## config.mk

```make
export PLATFORM = sky130hd
export DESIGN_NAME = instruction_prefetch_unit
export DESIGN_NICKNAME = d
export VERILOG_FILES = /design/src/rtl/instruction_prefetch_unit.sv
export SDC_FILE = /design/constraint.sdc
export NUM_CORES = 1
export LEC_CHECK = 0
export BUFFER_PORTS_ARGS = -buffer_cell sky130_fd_sc_hd__buf_2
export CAP_MARGIN = 10
export CELL_PAD_IN_SITES_DETAIL_PLACEMENT = 1
export CELL_PAD_IN_SITES_GLOBAL_PLACEMENT = 2
export CORE_UTILIZATION = 43
export CTS_BUF_LIST = sky130_fd_sc_hd__clkbuf_4
export DETAILED_ROUTE_END_ITERATION = 10
export PLACE_DENSITY_LB_ADDON = 0.08
export SETUP_SLACK_MARGIN = 0.2
export SLEW_MARGIN = 20
export SYNTH_ARGS = -nofsm -noshare
export SYNTH_HDL_FRONTEND = slang
export SYNTH_SLANG_ARGS = --single-unit
```

## constraint.sdc

```tcl
create_clock -name clk -period 4.5 [get_ports clk]
set_input_delay 0.225 -clock clk [delete_from_list [all_inputs] [get_ports clk]]
set_output_delay 0.225 -clock clk [all_outputs]
set_load 0.02 [all_outputs]
```

## src/rtl/instruction_prefetch_unit.sv

```systemverilog
// Fetch stage: owns the fetch PC, issues in-order word reads and buffers responses for IF/ID.
// Optional PREFETCH_BYPASS_EN forwards a response straight to the outputs when the FIFO is empty.
module instruction_prefetch_unit #(
  parameter int ADDR_W   = 20,
  parameter int DATA_W   = 20,
  parameter int DEPTH    = 4,
  parameter int MAX_OUT  = 3,
  parameter logic [ADDR_W-1:0] RESET_PC = '0
) (
  input  logic              clk,
  input  logic              rst_n,
  input  logic              jump_enable,
  input  logic [ADDR_W-1:0] jump_address,
  input  logic              stall,
  output logic              mem_req,
  output logic [ADDR_W-1:0] mem_address,
  input  logic              mem_grant,
  input  logic              mem_data_valid,
  input  logic [DATA_W-1:0] mem_data,
  output logic              instr_valid,
  output logic [DATA_W-1:0] instr_out,
  output logic [ADDR_W-1:0] instr_pc
);

  localparam int PW = $clog2(DEPTH);
  localparam int CW = PW + 1;

  logic [DATA_W-1:0] fifo_data [DEPTH];
  logic [ADDR_W-1:0] fifo_pc   [DEPTH];
  logic [PW-1:0]     rd_ptr, wr_ptr, rd_nxt;
  logic [CW-1:0]     count, count_nxt;
  logic [2:0]        pending, discard;
  logic [ADDR_W-1:0] fetch_pc, resp_pc;
  logic [DATA_W-1:0] head_data;
  logic [ADDR_W-1:0] head_pc;
  logic              fifo_empty, resp_accept, resp_drop, issue, push, pop, bypass_take;

  always_comb begin
    fifo_empty  = (count == '0);
    resp_accept = mem_data_valid && (discard == 3'd0) && (pending != 3'd0);
    resp_drop   = mem_data_valid && (discard != 3'd0);
    // Credit covers both FIFO space (entries + reads that will land) and bus occupancy.
    mem_req     = rst_n && !jump_enable
                  && ((32'(count) + 32'(pending)) < 32'(DEPTH))
                  && ((32'(pending) + 32'(discard)) < 32'(MAX_OUT));
    issue       = mem_req && mem_grant;
`ifdef PREFETCH_BYPASS_EN
    bypass_take = fifo_empty && resp_accept && !stall && !jump_enable;
    instr_valid = !fifo_empty || resp_accept;
    instr_out   = (fifo_empty && resp_accept) ? mem_data : head_data;
    instr_pc    = (fifo_empty && resp_accept) ? resp_pc  : head_pc;
`else
    bypass_take = 1'b0;
    instr_valid = !fifo_empty;
    instr_out   = head_data;
    instr_pc    = head_pc;
`endif
    push        = resp_accept && !bypass_take && !jump_enable;
    pop         = !fifo_empty && !stall && !jump_enable;
    rd_nxt      = rd_ptr + PW'(pop);
    count_nxt   = count + CW'(push) - CW'(pop);
    mem_address = fetch_pc;
  end

  always_ff @(posedge clk) begin
    if (push) begin
      fifo_data[wr_ptr] <= mem_data;
      fifo_pc[wr_ptr]   <= resp_pc;
    end
  end

  always_ff @(posedge clk or negedge rst_n) begin
    if (!rst_n) begin
      fetch_pc  <= RESET_PC;
      resp_pc   <= RESET_PC;
      pending   <= '0;
      discard   <= '0;
      count     <= '0;
      rd_ptr    <= '0;
      wr_ptr    <= '0;
      head_data <= '0;
      head_pc   <= '0;
    end else if (jump_enable) begin
      // Every read not yet returned becomes a discard; nothing issues in this cycle.
      fetch_pc <= jump_address;
      resp_pc  <= jump_address;
      discard  <= discard + pending - 3'(resp_accept) - 3'(resp_drop);
      pending  <= '0;
      count    <= '0;
      rd_ptr   <= '0;
      wr_ptr   <= '0;
    end else begin
      if (issue)       fetch_pc <= fetch_pc + 1'b1;
      if (resp_accept) resp_pc  <= resp_pc + 1'b1;
      pending <= pending + 3'(issue) - 3'(resp_accept);
      discard <= discard - 3'(resp_drop);
      if (push) wr_ptr <= wr_ptr + 1'b1;
      rd_ptr <= rd_nxt;
      count  <= count_nxt;
      // Head registers track the next head; they hold their value once the FIFO drains.
      if (count_nxt != '0) begin
        if (push && (rd_nxt == wr_ptr)) begin
          head_data <= mem_data;
          head_pc   <= resp_pc;
        end else begin
          head_data <= fifo_data[rd_nxt];
          head_pc   <= fifo_pc[rd_nxt];
        end
      end else if (bypass_take) begin
        head_data <= mem_data;
        head_pc   <= resp_pc;
      end
    end
  end

endmodule

```

## Word level (Yosys, flattened, before mapping)

Memory sizes are Yosys's and may differ from the RTL's. A register that Yosys moved wholly into a read port is not among the register bits.
Index checks and enable logic that the tools add are counted.

| storage, ports and cells | value |
|---|---|
| bits in latches | 0 |
| input bits | 46 |
| bits in writable memories | 160 |
| output and inout bits | 62 |
| bits in read-only memories | 0 |
| word-level logic and storage cells | 62 |
| bits in registers | 53 |
| memories | 2 |

Memory list:

| memory | words | width | read ports | clocked after memory_dff | wr ports | line | source |
|---|---|---|---|---|---|---|---|
| fifo_data | 4 | 20 | 1 | 1 | 1 | 28 | `logic [DATA_W-1:0] fifo_data [DEPTH];` |
| fifo_pc | 4 | 20 | 1 | 1 | 1 | 29 | `logic [ADDR_W-1:0] fifo_pc [DEPTH];` |

| cells by class | value |
|---|---|
| reduce and logical (&&, ||, !) cells | 24 |
| divide/modulo/power cells | 0 |
| eq/ne operators | 0 |
| bitwise logic cells | 1 |
| add/subtract/negate cells | 14 |
| shifts and indexed selects | 0 |
| multiply operators | 0 |
| muxes and demuxes | 12 |
| magnitude comparators | 2 |

Operators by type and width:

| kind | number |
|---|---|
| $mux 20 | 4 |
| $add 20x1->20 const B | 2 |
| $sub 3x1->3 | 5 |
| $logic_and 1x1->1 | 10 |
| $mux 3 | 3 |
| $reduce_bool 3->1 | 3 |
| $add 3x3->4 | 2 |
| $add 3x1->3 | 2 |
| $logic_not 3->1 | 2 |
| $mux 2 | 3 |
| $reduce_bool 2->1 | 3 |
| $logic_not 1->1 | 5 |
| $lt 4x2->1 const B | 1 |
| $lt 4x3->1 const B | 1 |
| $add 3x3->3 | 1 |
| $add 2x1->2 | 1 |
| $add 2x1->2 const B | 1 |
| $mux 1 | 2 |
| $reduce_and 2->1 | 1 |
| $not 1->1 | 1 |

## Logic depth before layout (Yosys ltp)

| logic depth | value |
|---|---|
| word-level depth | 8 |
| gate-level depth with buffers | 15 |
| mapped depth without buffers | 15 |

## Worst setup path before layout

No wires, ideal clock.

| path | value |
|---|---|
| kind | register -> register |
| start point | register discard[0] |
| end point | register head_data[0], in the netlist instr_out[0] (read register of fifo_data) |
| data required time | 4.418 ns |
| stages on the path, launching flop included | 15 |
| arrival time | 3.115 ns |
| buffers on the path | 1 |
| clock period less this slack | 3.197 ns |
| setup time | 0.082 ns |
| path slack | 1.303 ns |
| cell sequence | dfrtp_1 -> nor4b_2 -> and3_1 -> inv_1 -> ha_1 -> inv_1 -> ha_1 -> inv_1 -> fa_1 -> xor2_1 -> xnor2_1 -> a31oi_1 -> clkbuf_1 -> nor2_1 -> a31oi_1 |

| on the way | value |
|---|---|
| longest elaborated chain between the ends | 8 |

RTL lines:

| what | line | source |
|---|---|---|
| start: declaration | 32 | `logic [2:0] pending, discard;` |
| start signal: assignment | 87 | `discard <= discard + pending - 3'(resp_accept) - 3'(resp_drop);` |
| start signal: assignment | 96 | `discard <= discard - 3'(resp_drop);` |
| $logic_not 3->1 | 40 | `resp_accept = mem_data_valid && (discard == 3'd0) && (pending != 3'd0);` |
| $logic_and 1x1->1 (2 in series) | 40 |  |
| $logic_and 1x1->1 | 58 | `push = resp_accept && !bypass_take && !jump_enable;` |
| $add 3x1->3 | 61 | `count_nxt = count + CW'(push) - CW'(pop);` |
| $sub 3x1->3 | 61 |  |
| $reduce_bool 3->1 | 101 | `if (count_nxt != '0) begin` |
| $reduce_and 2->1 (no line) | n/a |  |
| end: declaration | 34 | `logic [DATA_W-1:0] head_data;` |

No other way between the ends.
A chain may end at the register's enable or synchronous reset.

## Worst setup path after layout

| path | value |
|---|---|
| start point | register discard[0] |
| end point | register head_data[6], in the netlist instr_out[6] (read register of fifo_data) |

The elaborated chain is that of the path after synthesis.

==> results_dict.tcl <==
set metrics [dict create \
    status "finished, final reports clean" \
    cts_buffer_depth 3 \
    cts_buffers 70 \
    grt_antenna_before_repair 1 \
    top_usage_layer "met2" \
    yosysWarnings 0 \
    layout_commonest_cell "edfxtp_1" \
    drt_wl_total_um 27200 \
    post-dp-hpwl_um 16820 \
    drv_cap 0 \
    tritoncts "built" \
    synthCells 786 \
    reg2reg_slack_ps 830 \
    port_buffers 107 \
    viasPerCell 5.292 \
    drt_first_iter_violations 298 \
    h-tree-depth 3 \
    cts_resized 0 \
    row_count 57 \
    crit_path_end "instr_out[6]$_DFFE_PN0P_" \
    postSynthAreaPerCell_um2 13.90 \
    layout-drive-gt1-share 0.2916 \
    yosysTopAreaCell "edfxtp_1" \
    p_per_area_nw_per_um2 532.8 \
    die_x_um 161.4 \
    ys_types 51 \
    fp.dieArea_um2 26050 \
    grt.total_usage 0.2201 \
    synth-async-reset-ratio 0.3676 \
    crit_arrival_ps 4220 \
    ys_seq_area_frac 0.6527 \
    ios 108 \
    routedWlPerCell_um 19.94 \
    fin_skew_ps 64.87 \
    hold_path.class "primary input to flip-flop" \
    period_needed_ps 3674 \
    clk_latency_ps 670 \
    worstMarginPinSlew_ps 923.4 \
    path_max_fanout 80 \
    tns_ps 0 \
    hold_ws_ps 77.62 \
    fmax_mhz 272.2 \
    vias 7218 \
    cts_num_sinks 253 \
    die_y_um 161.4 \
    syn_area_um2 10930 \
    worstSetupStartpoint "discard[0]$_DFF_PN0_" \
    rsz0062_at_grt "no" \
    synth-seq-cells 253 \
    num-fill-cells 2532 \
    grt_pass1_wl_um 43880 \
    use_met1 0.2830 \
    post_cts_buffers 0 \
    use_met2 0.3748 \
    drc 0 \
    r2r-start "discard[0]$_DFF_PN0_" \
    synth.area.top_cells "edfxtp_1 44%, dfrtp_1 21%, mux4_2 8.2%" \
    drtPass1Iterations 4 \
    cts-root-buf "clkbuf_4" \
    reg2regPathDepth 14 \
    nNetsFinal 1053 \
    gp_congestion 0.7897 \
    reg2reg_to "instr_out[6]$_DFFE_PN0P_" \
    use_met3 0.04725 \
    synth.top_cell.area_share 0.4397 \
    ir_drop_mv 0.4357 \
    worstPathRequired_ps 5050 \
    synth_nets 858 \
    hold_viol_final 0 \
    synth_enable_flop_cells 160 \
    finalSetupViolCount 0 \
    slew_headroom 0.3844 \
    multiInputGateArea_um2 3576 \
    grt-ovfl-total 0 \
    area_growth_pct 21.29 \
    synth-main-ff-cell "edfxtp_1" \
    cts.reportedPaths.clkPinSlew_ps 60 \
    area.sequential_um2 7132 \
    p_leak_nw 5.127 \
    grt_max_degree 81 \
    core_um2 24600 \
    post-route-period-util 0.8165 \
    final_cell_mix "160 x edfxtp_1, 107 x nand2_1, 106 x clkbuf_4, 106 x buf_2, 93 x dfrtp_1" \
    critical_path_class "flip-flop to flip-flop" \
    drv_slew 0 \
    end_kind "flip-flop" \
    grt_pass1_vias 8013 \
    initial_core_util 0.4441 \
    drtAntennaViolNets 0 \
    cp-start-kind "flip-flop" \
]
synth_stat cells (all sizes together), types with 6 or more instances:
cell,instances
o21ai,19
mux2,11
nor2,62
fa,6
inv,32
mux4,40
a31oi,45
xnor2,20
nand2,107
buf,9
and3,8
nand3,17
xor2,16
nor3,16
edfxtp,160
ha,20
and2,9
nand4,8
dfrtp,93
clkbuf,29
nor4,6
cell type report:
class / count / share of cell area
Antenna cell: 1 / 0.0001888
Clock buffer: 106 / 0.06005
Clock inverter: 24 / 0.01227
Inverter: 32 / 0.009063
Multi-Input combinational cell: 463 / 0.2698
Sequential cell: 253 / 0.5381
Tap cell: 324 / 0.03059
Timing Repair Buffer: 161 / 0.07987
per-stage QoR:
stage / utilization / power (W) / setup slack [ps] / instance area, µm² / instances
after floorplan: - / 0.004259 / 1303 / 10930 / 786
after global placement: 0.4829 / 0.004839 / 988.8 / 11880 / 1192
after detailed placement: 0.4829 / 0.004925 / 846.8 / 11880 / 1192
after CTS: 0.5385 / 0.007182 / 768.9 / 13250 / 1363
after global routing: 0.5386 / 0.007507 / 574.8 / 13250 / 1364
final: 0.5386 / 0.007061 / 825.9 / 13250 / 1364
where the power goes:
| group | switching [W] | leakage (nW) | internal (W) |
|---|---|---|---|
| clock network | 0.000989 | 0.560 | 0.00120 |
| registers | 0.000214 | 2.53 | 0.00275 |
| logic | 0.00115 | 2.04 | 0.000758 |
| total | 0.00235 | 5.13 | 0.00471 |
worst min path at each step:
stage              startpoint                         to  slack (ps)  depth (start not counted)
2_1_floorplan           rst_n         count[0]$_DFF_PN0_         -70                          0
3_3_place_gp            rst_n  instr_out[10]$_DFFE_PN0P_         390                          2
3_5_place_dp            rst_n  instr_out[10]$_DFFE_PN0P_         390                          2
4_1_cts        mem_data_valid       discard[0]$_DFF_PN0_           3                          5
5_1_grt        mem_data_valid       discard[0]$_DFF_PN0_          80                          5
6_report       mem_data_valid       discard[0]$_DFF_PN0_          80                          5
metal layers:
layer	wire, µm	part of all wire
met5	0	0
met2	13630	0.50
met4	411	0.015
met1	11920	0.44
met3	1241	0.046
cells by family after synthesis:
family / after synthesis / synth area share
AND/OR/NAND/NOR: 255 / 0.1073
flip-flops: 253 / 0.6527
AO/OA/AOI/OAI: 95 / 0.05817
buffers and inverters: 70 / 0.02530
multiplexers: 51 / 0.09378
XOR/XNOR: 36 / 0.02886
adder cells (fa/ha/maj): 26 / 0.03389
state kept, by name, indices dropped and copies added, names as in the netlist:
name,count
instr_pc,20
wr_ptr,2
mem_address,20
instr_out,20
count,3
resp_pc,20
fifo_pc,80
discard,3
rd_ptr,2
pending,3
fifo_data,80
what timing repair did:
action                                 4_1_cts  5_1_grt
endpoints found under the hold margin      173        0
hold buffers                                41        0
setup endpoints to repair                    0        0
critical path, cell delays in order, from the launching register on:
cell and delay (ps):
dfrtp_1 410, nor4b_2 550, and3_1 390, inv_1 80, ha_1 270, inv_1 50, ha_1 130, inv_1 50
fa_1 380, xor2_1 170, xnor2_1 170, a31oi_4 220, buf_12 350, nor2_1 110, a31oi_1 220
(Power assumes the default switching activity.)
